**src/rtl/ref_sample_gather.sv**
```systemverilog
// ref_sample_gather: fetches the 4x4 intra block neighbour samples, pads unavailable segments
// and presents the 8 top and 8 left references on a single out_valid pulse.
module ref_sample_gather #(
  parameter int BIT_DEPTH   = 8,
  parameter int DEFAULT_VAL = 1 << (BIT_DEPTH - 1)
) (
  input  logic                 clk1,
  input  logic                 rst_n,
  input  logic                 start_i,
  input  logic [3:0]           avail_i,
  output logic                 busy_o,
  output logic                 rd_en_o,
  output logic [1:0]           rd_seg_o,
  output logic [1:0]           rd_idx_o,
  input  logic [BIT_DEPTH-1:0] rd_data_i,
  output logic                 out_valid_o,
  output logic [BIT_DEPTH-1:0] ref_top_o  [8],
  output logic [BIT_DEPTH-1:0] ref_left_o [8]
);
  localparam logic [BIT_DEPTH-1:0] DEF = BIT_DEPTH'(DEFAULT_VAL);
  typedef enum logic [2:0] {S_IDLE, S_FETCH, S_WAIT, S_FILL, S_DONE} state_e;
  state_e               state_q, state_d;
  logic [3:0]           k_q, k_d;
  logic [3:0]           avail_q, avail_d;
  logic                 rd_pend_q;
  logic [3:0]           rd_k_q;
  logic [BIT_DEPTH-1:0] buf_q [16];
  logic [BIT_DEPTH-1:0] buf_d [16];
  logic [BIT_DEPTH-1:0] ref_top_q  [8];
  logic [BIT_DEPTH-1:0] ref_left_q [8];
  logic [3:0]           later;
  logic [3:0]           f;
  function automatic logic [1:0] first_seg(input logic [3:0] m);
    return m[0] ? 2'd0 : m[1] ? 2'd1 : m[2] ? 2'd2 : 2'd3;
  endfunction
  // Slots are in scan order: k=0 is LEFT7 (below-left idx 3), k=8 is TOP0.
  assign later       = avail_q & (4'b1110 << k_q[3:2]);
  assign f           = {first_seg(avail_q), 2'b00};
  assign busy_o      = state_q != S_IDLE;
  assign rd_en_o     = state_q == S_FETCH;
  assign rd_seg_o    = rd_en_o ? k_q[3:2] : 2'd0;
  assign rd_idx_o    = rd_en_o ? (k_q[3] ? k_q[1:0] : ~k_q[1:0]) : 2'd0;
  assign out_valid_o = state_q == S_DONE;
  assign ref_top_o   = ref_top_q;
  assign ref_left_o  = ref_left_q;
  always_comb begin
    state_d = state_q;
    k_d     = k_q;
    avail_d = avail_q;
    buf_d   = buf_q;
    if (rd_pend_q) buf_d[rd_k_q] = rd_data_i;
    case (state_q)
      S_IDLE: if (start_i) begin
        avail_d = avail_i;
        k_d     = (avail_i == 4'd0) ? 4'd0 : {first_seg(avail_i), 2'b00};
        state_d = (avail_i == 4'd0) ? S_FILL : S_FETCH;
      end
      S_FETCH: begin
        k_d     = (k_q[1:0] != 2'd3) ? k_q + 4'd1 : {first_seg(later), 2'b00};
        state_d = (k_q[1:0] == 2'd3 && later == 4'd0) ? S_WAIT : S_FETCH;
      end
      S_WAIT: begin
        k_d     = 4'd0;
        state_d = S_FILL;
      end
      S_FILL: begin
        // Earlier slots are final by now, so padding chains forward one slot per cycle.
        buf_d[k_q] = (avail_q == 4'd0) ? DEF :
                     avail_q[k_q[3:2]] ? buf_q[k_q] :
                     (k_q < f) ? buf_q[f] : buf_q[4'(k_q - 4'd1)];
        k_d     = k_q + 4'd1;
        state_d = (k_q == 4'd15) ? S_DONE : S_FILL;
      end
      default: state_d = S_IDLE;
    endcase
  end
  always_ff @(posedge clk1 or negedge rst_n) begin
    if (!rst_n) begin
      state_q    <= S_IDLE;
      k_q        <= 4'd0;
      avail_q    <= 4'd0;
      rd_pend_q  <= 1'b0;
      rd_k_q     <= 4'd0;
      buf_q      <= '{default: '0};
      ref_top_q  <= '{default: '0};
      ref_left_q <= '{default: '0};
    end else begin
      state_q   <= state_d;
      k_q       <= k_d;
      avail_q   <= avail_d;
      rd_pend_q <= state_q == S_FETCH;
      rd_k_q    <= k_q;
      buf_q     <= buf_d;
      if (state_d == S_DONE) begin
        for (int i = 0; i < 8; i++) begin
          ref_left_q[i] <= buf_d[7-i];
          ref_top_q[i]  <= buf_d[8+i];
        end
      end
    end
  end
endmodule

```
**config.mk**
```make
export PLATFORM = sky130hd
export DESIGN_NAME = ref_sample_gather
export DESIGN_NICKNAME = d
export VERILOG_FILES = /design/src/rtl/ref_sample_gather.sv
export SDC_FILE = /design/constraint.sdc
export NUM_CORES = 1
export LEC_CHECK = 0
export BUFFER_PORTS_ARGS = -buffer_cell sky130_fd_sc_hd__clkbuf_2
export CORE_ASPECT_RATIO = 0.9
export CORE_UTILIZATION = 38
export CTS_BUF_LIST = sky130_fd_sc_hd__clkbuf_8
export CTS_CLUSTER_SIZE = 40
export DETAILED_ROUTE_END_ITERATION = 10
export SYNTH_ARGS = -nofsm -noshare
export SYNTH_HDL_FRONTEND = slang
export SYNTH_SLANG_ARGS = --single-unit
export TNS_END_PERCENT = 100
```
**constraint.sdc**
```tcl
create_clock -name clk1 -period 4.7 [get_ports clk1]
set_clock_uncertainty 0.05 [all_clocks]
set_input_delay 0 -clock clk1 [delete_from_list [all_inputs] [get_ports clk1]]
set_output_delay 0 -clock clk1 [all_outputs]
set_load 0.01 [all_outputs]
```
==> results of run 1 <==
power by group:
group	total (mW)	internal, mW	switching, mW
registers	4.62	3.49	1.13
logic	8.53	3.20	5.33
clock network	2.23	1.18	1.05
total	15.4	7.87	7.51
synth_stat cells, types with 4 or more instances:
library cell,count,area share (%)
nand3b_1,4,0.20
o22ai_1,5,0.21
mux4_1,15,2.6
mux2_2,23,1.7
a311o_1,4,0.27
a21oi_1,53,1.8
nand4_1,7,0.29
a211oi_2,4,0.33
o31ai_1,26,1.3
buf_6,7,0.52
nand3_1,51,1.7
and2_1,4,0.17
buf_2,12,0.40
a32oi_1,9,0.52
ha_1,5,0.42
a21boi_1,5,0.25
nor2_1,121,3.0
or3_1,6,0.25
nand2b_1,11,0.46
dfrtp_1,272,45
mux2i_1,222,15
o221ai_1,5,0.29
a22oi_1,24,1.2
nand2_1,210,5.2
o21ai_1,37,1.2
a21boi_0,22,1.1
mux4_2,13,1.9
o21ai_2,6,0.35
inv_1,8,0.20
buf_1,7,0.17
nor2b_1,14,0.58
o211ai_1,6,0.30
clkbuf_1,70,1.7
buf_12,5,0.67
a211oi_1,4,0.20
buf_4,7,0.35
o21ai_0,149,5.0
cells by family (layout without fill, tap and decap cells):
logic type	count (synthesis)	after routing	synth area share [%]
AND/OR/NAND/NOR	446	446	12.9
flip-flops	272	272	45.3
adder cells (fa/ha/maj)	5	5	0.416
XOR/XNOR	4	4	0.233
AO/OA/AOI/OAI	383	383	15.8
multiplexers	274	274	21.2
buffers and inverters	120	297	4.16
worst paths after layout:
kind	end	startpoint	slack, ns	depth (start not counted)
worst max-delay path	buf_q[95]$_DFF_PN0_	k_q[2]$_DFFE_PN0P_	1.08	7
worst min-delay path	state_q[1]$_DFF_PN0_	rst_n	-0.03	2
worst max register to register	buf_q[95]$_DFF_PN0_	k_q[2]$_DFFE_PN0P_	1.08	7
worst min register to register	ref_left_o[20]$_DFFE_PN0N_	ref_left_o[20]$_DFFE_PN0N_	0.43	2
max in group asynchronous	buf_q[57]$_DFF_PN0_	rst_n	3.41	3
min in group clk1	state_q[1]$_DFF_PN0_	avail_i[0]	0.22	5
worst max-delay path, cell delays in order (launching register included):
cell and delay [ns]:
dfrtp_1 0.65, nor2_1 1.03, buf_4 0.29, a22oi_1 0.07
and3_1 0.22, a31oi_1 0.35, and3_1 0.62, a21oi_1 0.16
sequential cells by signal, summed over array words and instances (netlist names):
name and cells:
avail_q 4, ref_top_o 64, ref_left_o 64, buf_q 128, rd_k_q 4, rd_pend_q 1
k_q 4, state_q 3
layer usage:
layer | track usage (%) | wire (um)
met5 | 0 | 0
met4 | 8.92 | 1690
met3 | 4.46 | 3600
met2 | 42.4 | 24300
met1 | 35.7 | 23000
layout make-up:
| class | instances | area (sq um) |
|---|---|---|
| Timing Repair Buffer | 203 | 1230 |
| Fill cell | 3809 | 21400 |
| Clock inverter | 27 | 188 |
| Inverter | 12 | 45.0 |
| Tap cell | 525 | 657 |
| Multi-Input combinational cell | 1112 | 7620 |
| Clock buffer | 55 | 757 |
| Sequential cell | 272 | 6810 |
per-stage QoR:
stage          util (%)  hold WS, ns
2_1_floorplan         -       -0.346
3_3_place_gp       41.8       0.0647
3_5_place_dp       41.8       0.0782
4_1_cts            44.7      0.00872
5_1_grt            44.7       0.0714
6_report           44.7      -0.0265
==> out/qor.yml, run 1 <==
synth.avg_cell_area_sq_um: 10.0
dieArea_sq_mm: 0.0404
maxSlewHeadroom_pct: 19.8
cts_hold_buf: 19
die-width_um: 212
grt_pass1_vias: 12667
wl_per_cell_um: 23.9
grt_max_degree: 125
drt_iter0_drc: 1333
grt_usage_pct: 26.3
cts-buffers-inserted: 47
clkSlewWorstSetupHoldPaths_ns: 0.07
fp-row-count: 68
endpoint_kind: "flip-flop"
placed_cell_area_sq_mm: 0.0162
cts_setup_buffers: 0
root_buffer: "clkbuf_8"
num_io_pins: 150
initial_core_util_pct: 38.8
firstDrtPassIters: 6
grt_overflow_total: 0
nets: 1668
cts_tree: "built"
tns_ns: 0
p_leak_nw: 8.01
final_cells: 2206
hold_viol_final: 10
postRouteAntennaNets: 0
syn_nets: 1524
clockBufferDepth: 3
synth-edff-count: 0
clock_sinks: 272
yosysWarnings: 0
slew_violations: 0
synthDistinctLibCells: 65
place.gp.congestion: 1.01
dp_cells: 2105
post-route-period-util_pct: 77.0
hpwl_um: 37900
worst_setup_path_start_kind: "flip-flop"
arrival_ns: 4.02
required_ns: 5.10
synth_ff_type: "dfrtp_1"
clock_latency_ns: 0.62
viasPerCell: 5.80
max-vdd-ir-drop_mv: 0.343
synth_async_sr_flop_share_pct: 100
ys_seq_area_share_pct: 45.3
rsz0062_at_grt: "false"
drive_gt1_share_pct: 19.0
worst-slew-pin-transition_ns: 1.20
setup_viol_count_final: 0
fin_ws_ns: 1.08
insertedDiodeCount: 0
whs_ns: -0.0265
maxCapViolCount: 0
place_ws_ns: 1.22
syn2layout_area_growth_pct: 15.1
cts_resized: 0
grt_pass1_wl_um: 79300
power.density_mw_per_mm2: 888
p_total_mw: 15.4
fp.dieH_um: 191
syn-cell-area_sq_mm: 0.0150
period_needed_ns: 3.62
path_class: "reg2reg"
htreeDepth: 2
hold_path_class: "in2async"
antenna_found_initial: 0
drc: 0
final_cell_area_sq_mm: 0.0173
synthCells: 1504
final_cell_mix: "dfrtp_1, mux2i_1, nand2_1"
synth_seq_cells: 272
final_common_cell: "dfrtp_1"
port_buffers: 149
violations: "hold timing"
num_vias: 12788
status: "finished with violations"
core-area_sq_mm: 0.0387
cp_max_fo: 14
max_freq_mhz: 276
wirelength_um: 52700
(Power assumes the default switching activity.)
==> run 2, diff against run 1 <==
ABC_AREA = 1   (was unset)
clock period = 3.4 ns   (was 4.7 ns; I/O delays follow)
==> out/qor.yml, run 2 <==
viasPerCell: 5.42
initial_core_util_pct: 38.5
antenna_found_initial: 0
root_buffer: "clkbuf_8"
cts-buffers-inserted: 50
maxSlewHeadroom_pct: 39.6
grt_overflow_total: 0
endpoint_kind: "flip-flop"
fp-row-count: 70
rsz0062_at_grt: "false"
num_io_pins: 150
clock_latency_ns: 0.66
firstDrtPassIters: 6
power.density_mw_per_mm2: 1220
ys_seq_area_share_pct: 43.6
dieArea_sq_mm: 0.0419
synthAdderAreaFrac_pct: 0.401
max_flop_register: "buf_q"
synthDistinctLibCells: 35
yosysWarnings: 0
nets: 2389
cts_hold_buf: 24
clockBufferDepth: 3
syn_nets: 2243
muxShareOfSynthArea_pct: 0
synth_async_sr_flop_share_pct: 100
fp.dieH_um: 194
synth.avg_cell_area_sq_um: 7.02
core-area_sq_mm: 0.0406
final_cell_mix: "nand2_1, nand3_1, dfrtp_1"
grt_max_degree: 103
synthSimpleGateAreaFrac_pct: 33.7
synth-compound-area-share_pct: 13.8
die-width_um: 216
clock_sinks: 272
final_cell_area_sq_mm: 0.0182
grt_pass1_wl_um: 93900
hpwl_um: 42400
tns_ns: 0
hold_viol_final: 0
period_needed_ns: 2.87
synth_xor_area_share_pct: 0.265
hold_path_class: "in2reg"
required_ns: 3.94
path_class: "reg2reg"
slew_violations: 0
yosysMostFrequentCell: "nand2_1"
cp_max_fo: 102
drt_iter0_drc: 1880
syn-cell-area_sq_mm: 0.0156
final_cells: 2940
place.gp.congestion: 0.973
drive_gt1_share_pct: 13.5
yosys-top-cells-area: "dfrtp_1, nand2_1, nand3_1, a21oi_1, o21ai_0"
post-route-period-util_pct: 84.5
insertedDiodeCount: 0
worst_setup_path_start_kind: "flip-flop"
drc: 0
wl_per_cell_um: 20.9
status: "finished, final reports clean"
placed_cell_area_sq_mm: 0.0169
dp_cells: 2833
postRouteAntennaNets: 0
grt_pass1_vias: 15357
place_ws_ns: 0.573
synth_seq_cells: 272
fin_ws_ns: 0.528
worst-slew-pin-transition_ns: 0.906
cts_tree: "built"
maxCapViolCount: 0
grt_usage_pct: 29.6
htreeDepth: 2
synth-edff-count: 0
clkSlewWorstSetupHoldPaths_ns: 0.07
port_buffers: 149
setup_viol_count_final: 0
synth_top_family_by_area: "simple AND/OR/NAND/NOR gates"
synthTopCellsByCount: "nand2_1, nand3_1, dfrtp_1"
cts_resized: 0
wirelength_um: 61500
synth_top_cell_by_area: "dfrtp_1"
max_freq_mhz: 348
num_vias: 15929
arrival_ns: 3.42
max-vdd-ir-drop_mv: 0.650
final_common_cell: "nand2_1"
synth_ff_type: "dfrtp_1"
syn2layout_area_growth_pct: 16.5
synthCells: 2223
cts_setup_buffers: 0
largest_reg_flops: 128
synth_top_area_share_pct: 43.6
p_leak_nw: 8.98
-- run 2: worst max-delay path, stage by stage, from the launching register on --
cell and delay, ns:
dfrtp_4 0.57, inv_2 0.21, buf_12 0.38, ha_1 0.22, nand2_1 0.23, nor2_1 0.41
buf_4 0.33, nor2_1 0.10, inv_1 0.06, nand3_1 0.12, nand2_1 0.11
-- run 2: power by group --
part | switching, mW | total (mW) | internal (mW)
registers | 1.34 | 6.14 | 4.80
clock network | 1.50 | 3.20 | 1.71
logic | 8.68 | 12.9 | 4.18
total | 11.5 | 22.2 | 10.7
-- run 2: path summary, 6_finish.rpt --
| kind | from | to | slack [ns] | cells past startpoint |
|---|---|---|---|---|
| max | k_q[0]$_DFFE_PN0P_ | ref_top_o[9]$_DFFE_PN0N_ | 0.53 | 10 |
| min | avail_i[0] | state_q[1]$_DFF_PN0_ | 0.24 | 5 |
| max reg2reg | k_q[0]$_DFFE_PN0P_ | ref_top_o[9]$_DFFE_PN0N_ | 0.53 | 10 |
| min reg2reg | ref_left_o[4]$_DFFE_PN0N_ | ref_left_o[4]$_DFFE_PN0N_ | 0.43 | 2 |
| max in group asynchronous | rst_n | ref_top_o[45]$_DFFE_PN0N_ | 2.14 | 4 |
| min in group asynchronous | rst_n | buf_q[84]$_DFF_PN0_ | 0.35 | 3 |
-- run 2: kinds of logic (layout without fill, tap and decap cells) --
| family | after synthesis | count (layout) |
|---|---|---|
| xor+xnor | 3 | 3 |
| buf+inv | 302 | 479 |
| fa+ha+maj | 5 | 5 |
| flops | 272 | 272 |
| compound gates | 365 | 365 |
| simple gates | 1276 | 1276 |
-- run 2: through the flow --
stage	total power [mW]	utilization (%)	hold slack [ns]
after floorplan	13.9	-	-0.346
after global placement	18.7	41.8	0.0728
after detailed placement	18.8	41.8	0.0673
after CTS	22.1	44.8	0.199
after global routing	23.8	44.8	0.246
final	22.2	44.8	0.238
-- run 2: final cells by class --
cell class	count	area, sq um
inverters	160	603
well taps	540	676
multi-input cells	1649	7520
flip-flops and latches	272	6810
repair buffers	236	1590
fillers	4233	22400
clock buffers	62	853
clock inverters	21	124
-- run 2: routing by layer --
layer / wire, um / track usage, % / vias up / share of wire, %
met2: 27100 / 44.9 / 715 / 44
met3: 5190 / 5.79 / 111 / 8.4
met5: 0 / 0 / - / 0
met1: 27400 / 41.8 / 7613 / 45
li1: - / - / 7490 / -
met4: 1800 / 10.9 / 0 / 2.9
==> run 3, diff against run 2 <==
clock period = 2.8 ns   (was 3.4 ns; I/O delays follow)
==> out/qor.yml, run 3 (same netlist as run 2, synthesis figures left out) <==
port_buffers: 149
endpoint_kind: "flip-flop"
grt_usage_pct: 30.1
regArea_sq_mm: 0.00681
max_freq_mhz: 388
dieArea_sq_mm: 0.0419
arrival_ns: 3.04
multi_input_area_sq_mm: 0.00752
firstDrtPassIters: 5
root_buffer: "clkbuf_8"
place.gp.congestion: 0.948
viasPerCell: 5.35
period_needed_ns: 2.58
post-route-period-util_pct: 92.1
final_util_pct: 46.4
cts-buffers-inserted: 49
core-area_sq_mm: 0.0406
htreeDepth: 2
cts_resized: 0
crit_path_max_incr_delay_ns: 0.43
drive_gt1_share_pct: 15.0
wirelength_um: 62500
postRouteAntennaNets: 0
worstPathCellList: "buf_12 -> buf_4 -> nand2_1 -> nand3_1 -> nand2_1 -> nand2_1 -> nand2_1 -> nor2_1 -> nor2_1 -> nor2_1 -> nand2_1 -> nand2_1 -> nand2_1 -> nand2_1 -> nand2_1"
nets: 2433
clkSlewWorstSetupHoldPaths_ns: 0.06
place_ws_ns: 0.248
path_class: "reg2reg"
crit_path_frequent_cell: "nand2_1"
cp_num_buf_inv: 2
initial_core_util_pct: 38.5
nFillCells: 4099
grt_max_degree: 89
wl_per_cell_um: 20.9
die-width_um: 216
cp_max_fo: 88
cp_slowest_cell: "dfrtp_4"
grt_pass1_wl_um: 95000
rsz0062_at_grt: "false"
max_flop_register: "buf_q"
hold_viol_final: 0
worst-slew-pin-transition_ns: 0.978
final_cell_mix: "nand2_1, nand3_1, dfrtp_1"
final_common_cell: "nand2_1"
hpwl_um: 44400
p_leak_nw: 9.32
required_ns: 3.26
maxSlewHeadroom_pct: 34.7
power.density_mw_per_mm2: 1510
whs_ns: 0.254
fp.dieH_um: 194
num_vias: 16029
clockBufferDepth: 3
drt_iter0_drc: 1540
fp-row-count: 70
worst_setup_path_start_kind: "flip-flop"
maxCapViolCount: 0
largest_reg_flops: 128
critPathTopFamily: "simple AND/OR/NAND/NOR gates"
status: "finished, final reports clean"
hold_path_class: "in2reg"
grt_overflow_total: 0
tns_ns: 0
drc: 0
fin_ws_ns: 0.220
p_total_mw: 28.4
num_io_pins: 150
clock_sinks: 272
max-vdd-ir-drop_mv: 0.652
antenna_found_initial: 1
setup_viol_count_final: 0
cts_tree: "built"
grt_pass1_vias: 15297
clock_latency_ns: 0.67
syn2layout_area_growth_pct: 20.6
slew_violations: 0
[run 3: cell count changes in the layout (fill, tap and decap cells not counted)]
| cell | before | now |
|---|---|---|
| diode_2 | 0 | 1 |
| clkinv_8 | 0 | 1 |
| clkinvlp_4 | 1 | 2 |
| inv_1 | 163 | 170 |
| buf_4 | 55 | 83 |
| buf_12 | 8 | 25 |
| clkbuf_8 | 62 | 63 |
| clkinv_2 | 4 | 2 |
| inv_6 | 2 | 1 |
| bufinv_16 | 1 | 2 |
[run 3: path summary, 6_finish.rpt]
path                                             from                    endpoint  slack, ns  cells after the start
max in group asynchronous                       rst_n    ref_top_o[2]$_DFFE_PN0N_       1.76                      4
setup reg to reg                   k_q[0]$_DFFE_PN0P_   ref_top_o[55]$_DFFE_PN0N_       0.22                     15
hold reg to reg            ref_left_o[55]$_DFFE_PN0N_  ref_left_o[55]$_DFFE_PN0N_       0.43                      2
hold / removal                             avail_i[1]        state_q[1]$_DFF_PN0_       0.25                      5
setup / recovery                   k_q[0]$_DFFE_PN0P_   ref_top_o[55]$_DFFE_PN0N_       0.22                     15
min in group asynchronous                       rst_n         buf_q[55]$_DFF_PN0_       0.51                      4
[run 3: worst register-to-register path, stage by stage, from the launching register on]
cell and delay [ns]:
dfrtp_4 0.43, buf_12 0.33, buf_4 0.36, nand2_1 0.09, nand3_1 0.08, nand2_1 0.06, nand2_1 0.13, nand2_1 0.07
nor2_1 0.10, nor2_1 0.04, nor2_1 0.12, nand2_1 0.25, nand2_1 0.13, nand2_1 0.09, nand2_1 0.10, nand2_1 0.05
[run 3: cell type report]
class / count / area share, %
multi-input combinational: 1649 / 40.0
sequential: 272 / 36.2
timing repair buffer: 281 / 11.4
clock buffer: 63 / 4.61
tap: 540 / 3.59
inverter: 160 / 3.21
clock inverter: 28 / 0.985
antenna: 1 / 0.0133
[run 3: timing repair]
item / in CTS / in global routing
hold endpoints to repair: 330 / 0
hold buffers: 24 / 0
setup buffers: 0 / 0
[run 3: routing by layer]
layer	global-route usage, %	vias to the layer above	part of all wire, %
li1	-	7586	-
met1	42.2	7713	45
met2	45.1	618	44
met3	7.15	112	8.4
met4	10.6	0	3.1
met5	0	-	0
[run 3: stage by stage]
step	std cells	cell area, sq um
finish	2994	18800
global route	2993	18800
CTS	2993	18800
detailed placement	2878	17500
global placement	2878	17500
floorplan	2223	15600
[run 3: report_power, final]
part	switching, mW	internal [mW]	total [mW]	leakage [nW]
registers	1.66	5.82	7.48	3.00
clock network	1.87	2.21	4.08	0.607
logic	10.8	6.12	16.9	5.71
